**src/rtl/lcd_hex_feeder.sv**
```systemverilog
// Converts a 32-bit value to 8 ASCII hex characters and writes them to the DE2 character-LCD controller as two words.
// Define LCD_HEX_LOWERCASE_EN to emit a-f instead of A-F.
module lcd_hex_feeder #(
  parameter int ACK_TIMEOUT = 255,
  parameter int TO_W        = 8
) (
  input  logic        clk,
  input  logic        rst,
  input  logic [31:0] in_data,
  input  logic        in_valid,
  output logic        in_ready,
  input  logic        lcd_available,
  output logic [31:0] lcd_data,
  output logic        lcd_selectCD,
  output logic        lcd_enableWriting,
  output logic        busy,
  output logic        done,
  output logic        timeout_err
);

  typedef enum logic [2:0] {
    IDLE,
    SEND_HI,
    ACK_HI,
    SEND_LO,
    ACK_LO,
    FIN
  } StateT;

  StateT           state;
  StateT           nextState;
  logic [15:0]     dataLo;
  logic [TO_W-1:0] ackCnt;
  logic            ackExpired;

  function automatic logic [7:0] hexChar(input logic [3:0] n);
    if (n <= 4'd9) begin
      return 8'h30 + {4'h0, n};
    end
`ifdef LCD_HEX_LOWERCASE_EN
    return 8'h57 + {4'h0, n};
`else
    return 8'h37 + {4'h0, n};
`endif
  endfunction

  function automatic logic [31:0] toAscii(input logic [15:0] v);
    return {hexChar(v[15:12]), hexChar(v[11:8]), hexChar(v[7:4]), hexChar(v[3:0])};
  endfunction

  assign ackExpired = (ackCnt == TO_W'(ACK_TIMEOUT - 1));

  always_ff @(posedge clk or negedge rst) begin
    if (!rst) begin
      state <= IDLE;
    end else begin
      state <= nextState;
    end
  end

  // An acknowledge (available low) takes priority over a timeout expiring in the same cycle.
  always_comb begin
    nextState = state;
    case (state)
      IDLE:    if (in_valid) nextState = SEND_HI;
      SEND_HI: if (lcd_available) nextState = ACK_HI;
      ACK_HI: begin
        if (!lcd_available) nextState = SEND_LO;
        else if (ackExpired) nextState = IDLE;
      end
      SEND_LO: if (lcd_available) nextState = ACK_LO;
      ACK_LO: begin
        if (!lcd_available) nextState = FIN;
        else if (ackExpired) nextState = IDLE;
      end
      FIN:     nextState = IDLE;
      default: nextState = IDLE;
    endcase
  end

  // lcd_data only changes on accept or on the HI acknowledge, so it is stable while the controller latches it.
  always_ff @(posedge clk or negedge rst) begin
    if (!rst) begin
      lcd_data    <= '0;
      dataLo      <= '0;
      timeout_err <= 1'b0;
      ackCnt      <= '0;
    end else begin
      case (state)
        IDLE: begin
          if (in_valid) begin
            dataLo      <= in_data[15:0];
            lcd_data    <= toAscii(in_data[31:16]);
            timeout_err <= 1'b0;
          end
        end
        SEND_HI, SEND_LO: begin
          ackCnt <= '0;
        end
        ACK_HI: begin
          if (!lcd_available) lcd_data <= toAscii(dataLo);
          else if (ackExpired) timeout_err <= 1'b1;
          else ackCnt <= ackCnt + 1'b1;
        end
        ACK_LO: begin
          if (lcd_available) begin
            if (ackExpired) timeout_err <= 1'b1;
            else ackCnt <= ackCnt + 1'b1;
          end
        end
        default: begin
        end
      endcase
    end
  end

  always_comb begin
    in_ready          = (state == IDLE);
    busy              = (state != IDLE);
    done              = (state == FIN);
    lcd_selectCD      = 1'b1;
    lcd_enableWriting = ((state == SEND_HI) || (state == SEND_LO)) && lcd_available;
  end

endmodule

```
**config.mk**
```make
export PLATFORM = sky130hd
export DESIGN_NAME = lcd_hex_feeder
export DESIGN_NICKNAME = d
export VERILOG_FILES = /design/src/rtl/lcd_hex_feeder.sv
export SDC_FILE = /design/constraint.sdc
export NUM_CORES = 1
export LEC_CHECK = 0
export CAP_MARGIN = 25
export CORE_UTILIZATION = 50
export CTS_CLUSTER_SIZE = 12
export DETAILED_ROUTE_END_ITERATION = 12
export GPL_TIMING_DRIVEN = 0
export PLACE_DENSITY = 0.82
export SYNTH_ARGS = -nofsm -noshare
export SYNTH_HDL_FRONTEND = slang
export SYNTH_SLANG_ARGS = --single-unit
```
**constraint.sdc**
```tcl
create_clock -name clk -period 2.1 [get_ports clk]
set_input_delay 0.42 -clock clk [delete_from_list [all_inputs] [get_ports clk]]
set_output_delay 0.42 -clock clk [all_outputs]
set_load 0.03 [all_outputs]
```
==> impl_metrics.tcl, run 1 <==
set metrics [dict create \
    netlist_top_cells_count "dfrtp_1, nand2_1, o21ai_0, inv_1, nand3_1" \
    grt_max_degree 36 \
    max_freq_mhz 501.1 \
    startpoint_type "register" \
    grt_usage 0.2431 \
    crit_required_ns 1.68 \
    syn-cell-area_um2 3253 \
    initial_core_util 0.5153 \
    fin_nets 489 \
    clk_latency_ns 0.31 \
    period_share 0.9502 \
    slew_violations 0 \
    vdd_ir_drop_max_mv 0.9398 \
    clockBufferDepth 2 \
    drt-initial-drc-count 163 \
    cts_tree "built" \
    core_um2 6314 \
    fin_util 0.6643 \
    vias_per_cell 5.612 \
    tightest_slew_ns 0.8458 \
    synth_top_family_by_area "simple AND/OR/NAND/NOR gates" \
    place.gp.congestion 0.8718 \
    route.detailed.drc 2 \
    hold_viol 0 \
    synth_fa_ha_area_frac 0.06923 \
    die_w_um 82.66 \
    total_power_uw 6020 \
    io_pins 74 \
    cts.htree.levels 2 \
    clk_pin_slew_ns 0.10 \
    max-slew-margin-rel 0.4361 \
    postSynthCellCount 354 \
    drt_pass1_iterations 8 \
    hold_buffers 0 \
    wl_per_cell_um 15.07 \
    synth_compound_area_frac 0.1754 \
    syn_avg_cell_area_um2 9.190 \
    synth_edf_count 0 \
    ys_top_cells_by_area "dfrtp_1, ha_1, nand2_1, o21ai_0, nand3_1" \
    path_class "reg -> out" \
    grt_setup_unrepaired "false" \
    dp_hpwl_mm 5.670 \
    syn2layout_area_growth_pct 28.92 \
    row_count 29 \
    power.density_nw_per_um2 1435 \
    vias 2879 \
    wirelength_mm 7.729 \
    yosys.area.top_type "dfrtp_1" \
    drtAntennaViolNets 0 \
    antenna_found_initial 0 \
    dieArea_um2 6833 \
    wl_met1_mm 3.291 \
    critical_path_arrival_ns 1.58 \
    synth_warnings 0 \
    layout-drive-gt1-share 0.1239 \
    dp.cells 503 \
    fin_crit_ns 1.995 \
    synth_seq_cells 56 \
    met2_length_mm 3.953 \
    hp-class "in -> async" \
    setup_viol 0 \
    grt_pass1_vias 2726 \
    grt_pass1_wl_mm 12.50 \
    outcome "complete, but fails checks" \
    violations "DRC" \
    worstPathMaxFanout 10 \
    yosysSeqAreaShare 0.4308 \
    async_flop_share 1.000 \
    grt.overflow.total 0 \
    setup.worst_path.end_class "primary output" \
    stdcell_count 513 \
    fin_skew_ns 0.007384 \
    io_buffers 68 \
    yosysUniqueCellTypes 56 \
    maxCapViolCount 0 \
    met3_wirelength_um 389 \
    clkSinkCount 56 \
    cts_made_buffers 5 \
    cts_root_buffer "clkbuf_8" \
    die_h_um 82.66 \
    cellLeakagePower_uw 0.001878 \
    ys.flop_type "dfrtp_1" \
    synthMuxAreaShare 0.04385 \
    yosysMostFrequentCell "dfrtp_1" \
    yosys.area_share.xor_xnor 0.02423 \
    synth_top_cell_area_share 0.4308 \
    antenna_cells 0 \
    top_layer "met4" \
    yosys.area_share.simple 0.1954 \
    fin_setup_tns_ns 0 \
]
critical path: stages, from the launching register on:
cell and delay [ns]:
dfrtp_1 0.39, clkbuf_4 0.24, nor2b_4 0.20, and2_1 0.14
clkdlybuf4s15_2 0.29
worst paths after layout:
kind,from,to,slack (ns),depth (start not counted)
setup / recovery,state[0],lcd_enableWriting,0.10,4
setup reg to reg,dataLo[0],lcd_data[1],0.21,6
hold / removal,rst,lcd_data[27],0.20,1
max in group asynchronous,rst,lcd_data[2],1.30,2
min in group clk,lcd_data[12],lcd_data[12],0.49,2
hold reg to reg,lcd_data[12],lcd_data[12],0.49,2
cells in the final DEF (no fill, tap or decap), types with 5 or more instances in the layout:
| cell type | netlist | layout |
|---|---|---|
| a21oi_1 | 7 | 7 |
| a31oi_1 | 8 | 8 |
| buf_2 | 8 | 9 |
| buf_4 | 5 | 7 |
| clkbuf_2 | 1 | 5 |
| clkbuf_8 | 0 | 5 |
| clkdlybuf4s50_1 | 0 | 63 |
| conb_1 | 2 | 5 |
| dfrtp_1 | 56 | 56 |
| ha_1 | 18 | 18 |
| inv_1 | 23 | 23 |
| mux2_2 | 10 | 10 |
| nand2_1 | 54 | 54 |
| nand3_1 | 23 | 23 |
| nor2_1 | 22 | 22 |
| o211ai_1 | 9 | 9 |
| o21a_1 | 6 | 6 |
| o21ai_0 | 28 | 27 |
| o221ai_1 | 5 | 5 |
| xnor2_1 | 8 | 8 |
per-stage QoR:
| stage | cell area [um2] | hold slack [ns] | setup WS (ns) |
|---|---|---|---|
| after floorplan | 3269 | 0.1244 | 0.1797 |
| after global placement | 4046 | 0.4578 | -1.136 |
| after detailed placement | 4069 | 0.4696 | -0.2983 |
| after CTS | 4183 | 0.2311 | -0.001277 |
| after global routing | 4194 | 0.2668 | 0.005608 |
| final | 4194 | 0.2030 | 0.1045 |
kinds of logic after synthesis:
logic type                 Yosys count
and+or+nand+nor                    130
AOI/OAI and AO/OA                   85
DFF                                 56
buffers and inverters               41
adders and majority gates           18
muxes                               13
xor gates and xnor gates             9
other                                2
flip-flops by register name, indices dropped and copies added, names as in the netlist:
name	cells
ackCnt	8
state	3
dataLo	16
timeout_err	1
lcd_data	28
routing by layer:
metal  vias to the layer above  GRT usage
li1                       1400          -
met1                      1392     0.3028
met2                        76     0.4311
met3                        11    0.03736
met4                         0    0.07241
met5                         -          0
cell type report:
type	count	area, um2
Clock inverter	3	42.54
Sequential cell	56	1401
Fill cell	530	2120
Tap cell	77	96.34
Inverter	23	86.33
Buffer	18	110.1
Timing Repair Buffer	71	704.4
Multi-Input combinational cell	260	1684
Clock buffer	5	68.82
power by group:
group	total, uW	switching, uW	leakage [uW]	internal (uW)
Combinational	3400	2000	0.00113	1400
Clock	713	359	0.0000541	354
Sequential	1910	357	0.000689	1550
Total	6020	2720	0.00188	3300
repair_timing:
item / 4_1_cts / 5_1_grt
pin swaps: 0 / 1
gates resized for setup: 9 / 10
setup endpoints to repair: 4 / 13
setup buffers: 0 / 2
Power figures use the tool's default switching activity.
==> run 2: changes to the inputs <==
- CTS_BUF_LIST: default -> sky130_fd_sc_hd__clkbuf_8
- SETUP_SLACK_MARGIN: default -> 0.02
==> run 2 against run 1 <==
- die area unchanged
- sequential cell count unchanged
- fmax grew 1.4%
- first-iteration DRC count is 1.8% lower
- setup slack improved by 0.028 ns
- non-clock buffer count did not move
- critical endpoint unchanged
- the run still ends with DRC left
- count of clock-buffer cells in the layout did not move
- clock skew up 0.00053 ns
- critical path depth unchanged
- critical path type unchanged
- via count is 0.35% higher
==> impl_metrics.tcl, run 2 (synthesis results as in run 1) <==
set metrics [dict create \
    outcome "complete, but fails checks" \
    violations "DRC" \
    mostFrequentLayoutCells "clkdlybuf4s50_1, dfrtp_1, nand2_1" \
    fin_setup_tns_ns 0 \
    drt-initial-drc-count 160 \
    route.detailed.drc 2 \
    crit_required_ns 1.68 \
    core_um2 6314 \
    io_buffers 68 \
    final_common_cell "clkdlybuf4s50_1" \
    cts_root_buffer "clkbuf_8" \
    die_w_um 82.66 \
    antenna_cells 0 \
    period_share 0.9367 \
    cts_tree "built" \
    critical_path_arrival_ns 1.55 \
    dpl_cell_area_um2 4069 \
    grt_max_degree 36 \
    vdd_ir_drop_max_mv 0.9386 \
    seq_area_um2 1401 \
    vias_per_cell 5.632 \
    reg2reg_depth 6 \
    fin_skew_ns 0.007912 \
    worstPathMaxFanout 10 \
    wirelength_mm 7.704 \
    slew_violations 0 \
    cts_made_buffers 5 \
    grt_pass1_vias 2732 \
    hold_buffers 0 \
    largest_registers "lcd_data x28, dataLo x16, ackCnt x8" \
    io_pins 74 \
    layout-drive-gt1-share 0.1239 \
    setup.worst_path.end_class "primary output" \
    fillCellCount 527 \
    vias 2889 \
    dp_hpwl_mm 5.670 \
    max-slew-margin-rel 0.4390 \
    grt_setup_unrepaired "true" \
    clk_latency_ns 0.31 \
    antenna_found_initial 0 \
    setup_viol 0 \
    clk_pin_slew_ns 0.10 \
    clockBufferDepth 2 \
    max_freq_mhz 508.4 \
    die_h_um 82.66 \
    fin_area_um2 4203 \
    cts.htree.levels 2 \
    tightest_slew_ns 0.8415 \
    top_register "lcd_data" \
    row_count 29 \
    largest_register_ffs 28 \
    cellLeakagePower_uw 0.001877 \
    drt_pass1_iterations 8 \
    fin_crit_ns 1.967 \
    hp-class "in -> async" \
    grt_pass1_wl_mm 12.52 \
    grt_usage 0.2433 \
    multi_input_area_um2 1690 \
    maxCapViolCount 0 \
    fin_nets 489 \
    startpoint_type "register" \
    clkSinkCount 56 \
    initial_core_util 0.5153 \
    syn2layout_area_growth_pct 29.19 \
    path_class "reg -> out" \
    drtAntennaViolNets 0 \
    power.density_nw_per_um2 1435 \
    dieArea_um2 6833 \
    hold_viol 0 \
    place.gp.congestion 0.8718 \
    wl_per_cell_um 15.02 \
    grt.overflow.total 0 \
]
-- run 2: final timing paths --
kind                               from           endpoint  slack (ns)
max in group asynchronous           rst       lcd_data[14]        1.31
min                                 rst       lcd_data[27]        0.20
max reg2reg                   dataLo[0]        lcd_data[1]        0.21
max                            state[0]  lcd_enableWriting        0.13
min reg2reg                lcd_data[12]       lcd_data[12]        0.49
min in group clk           lcd_data[12]       lcd_data[12]        0.49
-- run 2: routing by layer --
layer | vias to the layer above | routed length (um) | GRT usage | share of wire
li1 | 1397 | - | - | -
met4 | 0 | 106 | 0.07241 | 0.014
met2 | 80 | 3886 | 0.4311 | 0.50
met3 | 12 | 427 | 0.03736 | 0.055
met5 | - | 0 | 0 | 0
met1 | 1400 | 3284 | 0.3035 | 0.43
-- run 2: repair_timing --
action	CTS	global route
setup buffers	0	2
hold endpoints to repair	0	0
gates resized for setup	14	11
pin swaps	0	1
setup endpoints to repair	4	17
-- run 2: layout make-up --
class                           instances  share of cell area
Clock buffer                            5             0.01637
Timing Repair Buffer                   71              0.1676
Inverter                               23             0.02054
Multi-Input combinational cell        260              0.4022
Buffer                                 18             0.02679
Tap cell                               77             0.02292
Clock inverter                          3             0.01012
Sequential cell                        56              0.3334
-- run 2: worst max-delay path, cell delays in order, from the launching register on --
cell	delay [ns]
dfrtp_1	0.40
buf_4	0.22
nor2b_4	0.20
and2_1	0.14
clkdlybuf4s15_2	0.29
-- run 2: power breakdown --
group | switching (uW) | internal [uW] | leakage (uW)
clock network | 361 | 354 | 0.0000541
registers | 356 | 1550 | 0.000689
logic | 2000 | 1410 | 0.00113
-- run 2: metrics by stage --
stage          cells  worst slack, ns  utilization  hold slack, ns  power [uW]
5_1_grt          513         0.005608       0.6657          0.2668        6463
2_1_floorplan    357           0.1797            -          0.1244        4079
3_5_place_dp     503          -0.2983       0.6445          0.4696        5301
3_3_place_gp     502           -1.136       0.6409          0.4578        5189
4_1_cts          511          0.02556       0.6637          0.2311        6023
6_report         513           0.1330       0.6657          0.1989        6030
==> run 3: changes to the inputs <==
- MAX_ROUTING_LAYER: default -> met4
==> run 3 against run 2 <==
- the flow still finishes with violations (DRC)
- non-clock buffer count unchanged
- setup slack is essentially flat
- sequential share of layout area unchanged
- register-to-register slack is essentially flat
- sequential power barely moved
- clock power barely moved
- first-iteration DRC count grew 6.3%
- critical path depth did not move
- cell count stayed put
- clock skew about the same
- routed wire length rose by 0.45%
==> impl_metrics.tcl, run 3 (synthesis results as in run 1) <==
set metrics [dict create \
    cellLeakagePower_uw 0.001877 \
    initial_core_util 0.5153 \
    max-slew-margin-rel 0.4431 \
    cts_tree "built" \
    ff2ff_setup_slack_ns 0.20 \
    layout_setup_ws_ns 0.1330 \
    crit_cells 4 \
    largest_register_ffs 28 \
    grt.overflow.total 0 \
    use_met1 0.3035 \
    grt_setup_unrepaired "true" \
    largest_registers "lcd_data x28, dataLo x16, ackCnt x8" \
    drt_pass1_iterations 8 \
    cp.buffers_inverters 2 \
    clkSinkCount 56 \
    slowest_delay_ns 0.39 \
    top_register "lcd_data" \
    drtAntennaViolNets 0 \
    period_share 0.9367 \
    mostFrequentLayoutCells "clkdlybuf4s50_1, dfrtp_1, nand2_1" \
    crit_start "state[0]" \
    seq_area_um2 1401 \
    critical_path_arrival_ns 1.55 \
    gr-usage-met2 0.4320 \
    fin_nets 489 \
    io_buffers 68 \
    antenna_found_initial 0 \
    grt_usage 0.2504 \
    grt_max_degree 36 \
    slew_violations 0 \
    endpoint "lcd_enableWriting" \
    multi_input_area_um2 1690 \
    dieArea_um2 6833 \
    maxCapViolCount 0 \
    syn2layout_area_growth_pct 29.19 \
    r2r-start "dataLo[0]" \
    reg2reg_depth 6 \
    vias 2885 \
    path_class "reg -> out" \
    hp-class "in -> async" \
    drt-initial-drc-count 170 \
    dp_hpwl_mm 5.670 \
    die_w_um 82.66 \
    power.density_nw_per_um2 1435 \
    cpLargestDelayFamily "buffers and inverters" \
    die_h_um 82.66 \
    met3_usage 0.03736 \
    cts_root_buffer "clkbuf_8" \
    wirelength_mm 7.739 \
    final_common_cell "clkdlybuf4s50_1" \
    fillCellCount 527 \
    outcome "complete, but fails checks" \
    row_count 29 \
    violations "DRC" \
    gr-max-usage-layer "met2" \
    regToRegEndpoint "lcd_data[1]" \
    io_pins 74 \
    worst_path_max_delay_cell "dfrtp_1" \
    place.gp.congestion 0.8861 \
    route.detailed.drc 2 \
    tightest_slew_ns 0.8353 \
    clk_latency_ns 0.31 \
    cts.htree.levels 2 \
    place_ws_ns -0.2983 \
    antenna_cells 0 \
    crit_required_ns 1.68 \
    path_cells "buf_4, nor2b_4, and2_1, clkdlybuf4s15_2" \
    total_power_uw 6033 \
    setup_viol 0 \
    setup.worst_path.end_class "primary output" \
    vias_per_cell 5.624 \
    fin_crit_ns 1.967 \
    hold_viol 0 \
    fin_skew_ns 0.007852 \
    grt_pass1_vias 2726 \
    core_um2 6314 \
    worstPathMaxFanout 10 \
    vdd_ir_drop_max_mv 0.9400 \
    dpl_cell_area_um2 4069 \
    clockBufferDepth 2 \
    wl_per_cell_um 15.09 \
    clk_pin_slew_ns 0.10 \
    fin_area_um2 4203 \
    max_freq_mhz 508.4 \
    layout-drive-gt1-share 0.1239 \
    startpoint_type "register" \
    cts_made_buffers 5 \
    grt_pass1_wl_mm 12.52 \
]
## run 3: cell counts in the layout (fill, tap and decap cells not counted)
Identical to the previous run, type by type.
## run 3: what timing repair did
action                                  CTS  global route
endpoints found under the setup margin    4            17
pin swaps                                 0             1
hold buffers                              0             0
resized for setup                        14            11
buffers inserted                          0             2
## run 3: power by group
part | leakage [uW] | internal [uW] | switching (uW) | total (uW)
clock | 0.0000541 | 354 | 359 | 713
sequential | 0.000689 | 1550 | 354 | 1900
combinational | 0.00113 | 1410 | 2010 | 3420
total | 0.00188 | 3310 | 2720 | 6030
## run 3: how the worst min path moves through the flow
stage / startpoint / end / slack, ns / cells after the start
6_report: rst / lcd_data[30] / 0.20 / 1
5_1_grt: rst / lcd_data[30] / 0.27 / 1
4_1_cts: rst / lcd_data[30] / 0.23 / 1
3_5_place_dp: lcd_data[13] / lcd_data[13] / 0.47 / 2
3_3_place_gp: lcd_data[28] / lcd_data[28] / 0.46 / 2
2_1_floorplan: rst / ackCnt[0] / 0.12 / 0
## run 3: metal layers
metal  vias up  routed length (um)
met3        13                 550
met1      1382                3203
li1       1396                   -
met4         0                  99
met2        94                3885
met5         -                   0
## run 3: layout make-up
| type | count | area share |
|---|---|---|
| inverters | 23 | 0.02054 |
| clock buffers | 5 | 0.01637 |
| flip-flops and latches | 56 | 0.3334 |
| clock inverters | 3 | 0.01012 |
| repair buffers | 71 | 0.1676 |
| plain buffers | 18 | 0.02679 |
| multi-input cells | 260 | 0.4022 |
| well taps | 77 | 0.02292 |
## run 3: through the flow
stage	TNS, ns	std cells	hold WS [ns]	util
after CTS	0	511	0.2311	0.6637
after global placement	-68.57	502	0.4578	0.6409
after floorplan	0	357	0.1244	-
after detailed placement	-6.024	503	0.4696	0.6445
final	0	513	0.1982	0.6657
after global routing	0	513	0.2668	0.6657
